### src/rtl/count_mode_ctrl_pkg.sv
// count_mode_ctrl_pkg: shared types and constants for the
// mode control stage, the up/down counter and their benches.
package count_mode_ctrl_pkg;

  typedef enum logic [1:0] {
    RELEASED     = 2'd0,
    PRESS_WAIT   = 2'd1,
    PRESSED      = 2'd2,
    RELEASE_WAIT = 2'd3
  } db_state_t;

  localparam logic MODE_UP   = 1'b1;
  localparam logic MODE_DOWN = 1'b0;

  // Counter width for a 0..n-1 range, never narrower than 1 bit.
  function automatic int cnt_w(input int n);
    return (n > 2) ? $clog2(n) : 1;
  endfunction

endpackage

### src/rtl/count_mode_ctrl_tick.sv
// tick_divider: free-running count-enable divider with
// a restart input that re-phases it and kills the current tick.
module tick_divider
  import count_mode_ctrl_pkg::*;
#(
  parameter int TICK_DIV = 10
) (
  input  logic clk,
  input  logic reset,
  input  logic restart,
  output logic tick
);

  localparam int W = cnt_w(TICK_DIV);
  localparam logic [W-1:0] LAST = W'(TICK_DIV - 1);

  logic [W-1:0] cnt;

  // Count 0..TICK_DIV-1, pulse tick on wrap; restart wins.
  always_ff @(posedge clk or negedge reset) begin
    if (!reset) begin
      cnt  <= '0;
      tick <= 1'b0;
    end else if (restart) begin
      cnt  <= '0;
      tick <= 1'b0;
    end else if (cnt == LAST) begin
      cnt  <= '0;
      tick <= 1'b1;
    end else begin
      cnt  <= cnt + 1'b1;
      tick <= 1'b0;
    end
  end

endmodule

### src/rtl/count_mode_ctrl.sv
// count_mode_ctrl: pushbutton synchronizer, debounce FSM and
// mode toggle, feeding a tick divider for the up/down counter.
module count_mode_ctrl
  import count_mode_ctrl_pkg::*;
#(
  parameter int   DEBOUNCE_CYCLES = 16,
  parameter int   TICK_DIV        = 10,
  parameter logic MODE_INIT       = 1'b1
) (
  input  logic clk,
  input  logic reset,
  input  logic btn_raw,
  output logic btn_clean,
  output logic mode,
  output logic mode_changed,
  output logic tick
);

  localparam int CW = cnt_w(DEBOUNCE_CYCLES);
  // The entry sample counts as the first stable one, so the
  // wait states finish when the count hits DEBOUNCE_CYCLES-2.
  localparam logic [CW-1:0] DB_LAST = CW'(DEBOUNCE_CYCLES - 2);

  logic [1:0]    sync;
  logic          btn_s;
  db_state_t     state;
  logic [CW-1:0] cnt;
  logic          accept;

  assign btn_s  = sync[1];
  assign accept = (state == PRESS_WAIT) && btn_s &&
                  (cnt == DB_LAST);

  // Two-flop synchronizer for the asynchronous button.
  always_ff @(posedge clk or negedge reset) begin
    if (!reset) begin
      sync <= 2'b00;
    end else begin
      sync <= {sync[0], btn_raw};
    end
  end

  // Debounce FSM; toggles mode once per accepted press.
  always_ff @(posedge clk or negedge reset) begin
    if (!reset) begin
      state        <= RELEASED;
      cnt          <= '0;
      btn_clean    <= 1'b0;
      mode         <= MODE_INIT;
      mode_changed <= 1'b0;
    end else begin
      mode_changed <= 1'b0;
      unique case (state)
        RELEASED: begin
          if (btn_s) begin
            state <= PRESS_WAIT;
            cnt   <= '0;
          end
        end
        PRESS_WAIT: begin
          if (!btn_s) begin
            state <= RELEASED;
            cnt   <= '0;
          end else if (accept) begin
            state        <= PRESSED;
            cnt          <= '0;
            btn_clean    <= 1'b1;
            mode         <= ~mode;
            mode_changed <= 1'b1;
          end else begin
            cnt <= cnt + 1'b1;
          end
        end
        PRESSED: begin
          if (!btn_s) begin
            state <= RELEASE_WAIT;
            cnt   <= '0;
          end
        end
        RELEASE_WAIT: begin
          if (btn_s) begin
            state <= PRESSED;
            cnt   <= '0;
          end else if (cnt == DB_LAST) begin
            state     <= RELEASED;
            cnt       <= '0;
            btn_clean <= 1'b0;
          end else begin
            cnt <= cnt + 1'b1;
          end
        end
        default: begin
          state <= RELEASED;
          cnt   <= '0;
        end
      endcase
    end
  end

  tick_divider #(
    .TICK_DIV(TICK_DIV)
  ) u_div (
    .clk    (clk),
    .reset  (reset),
    .restart(accept),
    .tick   (tick)
  );

endmodule

### config.mk
export PLATFORM = sky130hd
export DESIGN_NAME = count_mode_ctrl
export DESIGN_NICKNAME = d
export VERILOG_FILES = /design/src/rtl/count_mode_ctrl_pkg.sv /design/src/rtl/count_mode_ctrl_tick.sv /design/src/rtl/count_mode_ctrl.sv
export SDC_FILE = /design/constraint.sdc
export NUM_CORES = 1
export LEC_CHECK = 0
export CAP_MARGIN = 40
export CORE_MARGIN = 1.5
export CORE_UTILIZATION = 28
export CTS_CLUSTER_DIAMETER = 150
export DETAILED_ROUTE_END_ITERATION = 10
export GPL_TIMING_DRIVEN = 0
export PLACE_DENSITY = 0.52
export SETUP_SLACK_MARGIN = 0.05
export SLEW_MARGIN = 20
export SYNTH_ARGS = -nofsm -noshare
export SYNTH_HDL_FRONTEND = slang
export SYNTH_SLANG_ARGS = --single-unit
### constraint.sdc
create_clock -name clk -period 1.7 [get_ports clk]
set_input_delay 0.34 -clock clk [delete_from_list [all_inputs] [get_ports clk]]
set_output_delay 0.34 -clock clk [all_outputs]
set_load 0.02 [all_outputs]
======== Word level (Yosys, flattened, before mapping) ========
Index checks and enable logic that the tools add are counted.
word-level totals
  bits in registers ....................... 16
  bits in latches ......................... 0
  bits in writable memories ............... 0
  bits in read-only memories .............. 0
  input port bits ......................... 3
  logic and storage cells ................. 58
  memories ................................ 0
operators by class
  add/sub/neg operators ................... 2
  multipliers ............................. 0
  divide/modulo/power cells ............... 0
  order comparisons ....................... 0
  equal/unequal tests ..................... 13
  shift operators ......................... 0
  mux-type cells .......................... 26
  bitwise logic cells ..................... 1
  reduce and logical (&&, ||, !) cells .... 8
operator list
  cell                                                             number
  4-bit two-way mux                                                8
  4-bit case mux with 4 select lines                               1
  2-bit two-way mux                                                6
  2-bit != test, second input constant                             6
  1-bit two-way mux                                                9
  4-bit by 1-bit adder with 4-bit output, second input constant    2
  4-bit == test, second input constant                             2
  2-bit case mux with 4 select lines                               1
  3-bit != test, second input constant                             2
  5-bit AND reduction                                              1
  2-bit == test, second input constant                             2
  4-bit AND reduction                                              1
  3-bit AND reduction                                              1
  2-bit by 1-bit == test with 1-bit output, second input constant  1
  1-bit logical AND                                                2
  2-bit zero test                                                  1
  1-bit case mux with 2 select lines                               1
  2-bit AND reduction                                              1
  2-bit nonzero test                                               1
  1-bit NOT                                                        1

======== Longest topological paths before layout ========
  depth after elaboration ................. 6
  depth in mapped cells ................... 5
  gate-level depth less buffers ........... 5

======== By module ========
Synthesis repeated with hierarchy kept, for this count alone.
unflattened totals
  cells, all modules ...................... 62
  area, all modules ....................... 740.7 sq um
modules (own cells, without submodules)
  module           times used  cells each  area each (sq um)  sequential area each (sq um)
  count_mode_ctrl  1           41          511.7              276.5
  tick_divider     1           21          229.0              125.1

======== Least setup slack after synthesis ========
No wires, ideal clock.
  path kind ............................... reg2reg
  start ................................... reg cnt[0]
  end ..................................... reg mode
  arrival ................................. 1,309 ps
  setup slack ............................. 316 ps
  stages on the path, launching flop included .. 6
  path buffers ............................ 0
  period minus slack after synthesis ...... 1,384 ps
  cell sequence ........................... dfrtp_1 -> inv_1 -> ha_1 -> nand4_2 -> nor3b_4 -> xor2_1
between the ends
  longest elaborated chain between the ends .. 3
RTL lines
  element                               RTL line               RTL
  start: declaration                    count_mode_ctrl.sv:27  logic [CW-1:0] cnt;
  start signal: assignment              count_mode_ctrl.sv:71  cnt <= cnt + 1'b1;
  start signal: assignment              count_mode_ctrl.sv:89  cnt <= cnt + 1'b1;
  4-bit == test                         count_mode_ctrl.sv:32  (cnt == DB_LAST);
  1-bit logical AND                     count_mode_ctrl.sv:31  assign accept = (state == PRESS_WAIT) && btn_s &&
  3-bit AND reduction (no source line)  n/a
  end signal: assignment                count_mode_ctrl.sv:68  mode <= ~mode;
  end: declaration                      count_mode_ctrl.sv:14  output logic mode,
Every way passes these cells.
A chain may end at the register's enable or synchronous reset.

======== Final worst setup path ========
Same ends and word-level chain as after synthesis.

==> impl_metrics.py <==
metrics = {
    "run_status": {
        "status": "completed",
    },
    "floorplanning": {
        "num_io_pins": 7,
        "rows": 18,
        "initial_core_util_pct": 29.5,
        "die_w_um": 54.1,
        "die_area_um2": 2930,
        "dieHeight_um": 54.1,
        "core_um2": 2480,
    },
    "clock_tree": {
        "cts_buffers": 3,
        "root_buffer": "clkbuf_4",
        "cts_tree": "built",
        "hold_buffers": 0,
        "cts_htree_levels": 1,
        "clock-sinks": 16,
        "clk_pin_slew_ns": 0.09,
        "insertion_delay_ns": 0.28,
        "clockBufferDepth": 2,
    },
    "detailed_routing": {
        "num_vias": 503,
        "drt-initial-drc-count": 5,
        "drc": 0,
        "dr.pass1.iters": 2,
        "via_per_inst": 4.66,
        "wl_per_cell_um": 10.9,
        "ant_nets": 0,
        "wirelength_um": 1180,
    },
    "global_routing": {
        "grt_usage_pct": 9.84,
        "grt_start_max_net_pins": 17,
        "gr-total-overflow": 0,
        "antenna_found_initial": 0,
        "grt_pass1_vias": 465,
        "grt_pass1_wl_um": 2020,
    },
    "synthesis": {
        "synth_top_family_by_area": "simple AND/OR/NAND/NOR gates",
        "ys_seq_elements": 16,
        "synth_area_leaders": "dfrtp_1 51%, nand2_1 5.1%, dfstp_2 3.6%",
        "synthMuxAreaShare_pct": 1.37,
        "yosys.area.top_type_share_pct": 51.4,
        "synthSimpleGateAreaFrac_pct": 22.4,
        "syn_nets": 71,
        "ys_warn_count": 0,
        "ys_seq_area_share_pct": 55.0,
        "synth_xor_xnor_area_share_pct": 3.60,
        "synth.cell_area_um2": 731,
        "synth_top_area_cell": "dfrtp_1",
        "synth_area_per_cell_um2": 11.1,
        "synth_cell_type_count": 26,
        "synth_compound_area_share_pct": 12.2,
        "ys.flop_type": "dfrtp_1",
        "synthAdderAreaFrac_pct": 3.42,
        "synthCells": 66,
        "async_flop_share_pct": 100,
        "synth-edff-count": 0,
    },
    "cells_and_area": {
        "drive_above_1_share_pct": 15.4,
        "antenna_cells": 0,
        "design_area_um2": 881,
        "area_growth_pct": 20.5,
        "instances_no_fill": 108,
        "nNetsFinal": 84,
    },
    "worst_hold_path": {
        "hp-start": "sync[0]",
        "hold_path_end": "sync[1]",
        "hold_path_class": "reg2reg",
        "min_path_cells": 0,
    },
    "sta": {
        "setup-tns-final_ns": 0,
        "setup_ws_ns": 0.153,
        "max_freq_mhz": 647,
        "setup_violations": 0,
        "finalMaxSlewViolations": 0,
        "skew_ns": 0.00264,
        "period_minus_slack_ns": 1.55,
        "rsz0062_at_grt": "false",
        "worst_pin_slew_ns": 0.694,
        "hold_violations": 0,
        "fin_crit_sh_pct": 91.0,
        "slew_headroom_pct": 53.6,
    },
    "place": {
        "gp_congestion": 0.774,
        "place_inst": 102,
        "io_buffers": 6,
        "dpl.hpwl_um": 828,
        "place_area_um2": 828,
        "place_ws_ns": 0.137,
    },
    "worst_setup_path": {
        "path_max_fanout": 5,
        "r2r_slack_ns": 0.15,
        "crit_required_ns": 1.91,
        "crit_type": "reg2reg",
        "critPathCaptureType": "register",
        "r2r_end": "mode",
        "timing.rr.start": "cnt[0]",
        "r2r_cells": 6,
        "crit_start": "cnt[0]",
        "cp-start-kind": "register",
        "worstPathArrival_ns": 1.76,
    },
    "power_and_ir_drop": {
        "p_leak_nw": 0.428,
        "peakVddDrop_mv": 0.581,
        "power_density_nw_per_um2": 786,
        "power_mw": 0.692,
    },
    "job": {
        "maxCapViolations": 0,
    },
}
-- layout make-up --
type	instances	area [um2]
well taps	30	37.5
fillers	251	1600
multi-input cells	46	314
inverters	4	15.0
flip-flops and latches	16	402
repair buffers	8	76.3
clock buffers	4	36.3
-- report_power, final --
| group | switching [mW] | internal (mW) |
|---|---|---|
| combinational | 0.0243 | 0.0209 |
| sequential | 0.0125 | 0.392 |
| clock | 0.113 | 0.130 |
| total | 0.149 | 0.543 |
-- layer usage --
| layer | GRT usage (%) | up-vias | routed length [um] |
|---|---|---|---|
| met1 | 12.7 | 240 | 596 |
| met5 | 0 | - | 0 |
| met2 | 14.6 | 7 | 551 |
| met4 | 3.75 | 0 | 0 |
| met3 | 4.17 | 0 | 32 |
| li1 | - | 256 | - |
-- timing repair --
item / CTS / global route
setup buffers: 0 / 2
resized for setup: 1 / 1
endpoints found under the setup margin: 1 / 6
pin swaps: 0 / 1
-- placed cells by master (no fill, tap or decap), drive strengths merged, types with 3 or more instances in the layout --
cell           instances
dfrtp                 15
nand2                 10
inv                    4
a21oi                  4
clkdlybuf4s50          4
clkbuf                 4
nand3b                 3
nor2                   3
o21ai                  3
o22ai                  3
-- worst max path at each step --
| stage | slack (ns) | cells after the start | end |
|---|---|---|---|
| 2_1_floorplan | 0.32 | 5 | mode |
| 3_3_place_gp | 0.15 | 5 | mode |
| 3_5_place_dp | 0.14 | 5 | mode |
| 4_1_cts | 0.09 | 1 | btn_clean |
| 5_1_grt | 0.04 | 6 | mode |
| 6_report | 0.15 | 6 | mode |
-- synthesized netlist by cell type, drive strengths merged (2+ instances only) --
| cell type | number |
|---|---|
| dfrtp | 15 |
| nand2 | 10 |
| a21oi | 4 |
| inv | 4 |
| nand3b | 3 |
| nor2 | 3 |
| o21ai | 3 |
| o22ai | 3 |
| ha | 2 |
| or2b | 2 |
| xor2 | 2 |
-- logic make-up (layout without fill, tap and decap cells) --
logic type / after synthesis / in the layout
fa+ha+maj: 2 / 2
buf+inv: 4 / 16
mux: 1 / 1
flops: 16 / 16
simple gates: 26 / 26
xor+xnor: 3 / 3
compound gates: 14 / 14
-- metrics by stage --
step	hold WS (ns)	util (%)
floorplan	0.0444	-
detailed placement	0.340	33.4
finish	0.359	35.6
global route	0.377	35.6
CTS	0.362	34.8
global placement	0.340	33.4
-- worst max-delay path: stages, from the launching register on --
cell and delay, ns:
dfrtp_1 0.43, inv_1 0.09, ha_1 0.25, nand4_2 0.18, nor3b_4 0.23, buf_4 0.15
xor2_1 0.15
-- flip-flops by register name, summed over array words and instances, names as in the netlist, named ones only --
name	count
u_div.cnt	4
u_div.tick	1
btn_clean	1
state	1
mode_changed	1
cnt	4
mode	1
sync	2
(Power assumes the default switching activity.)
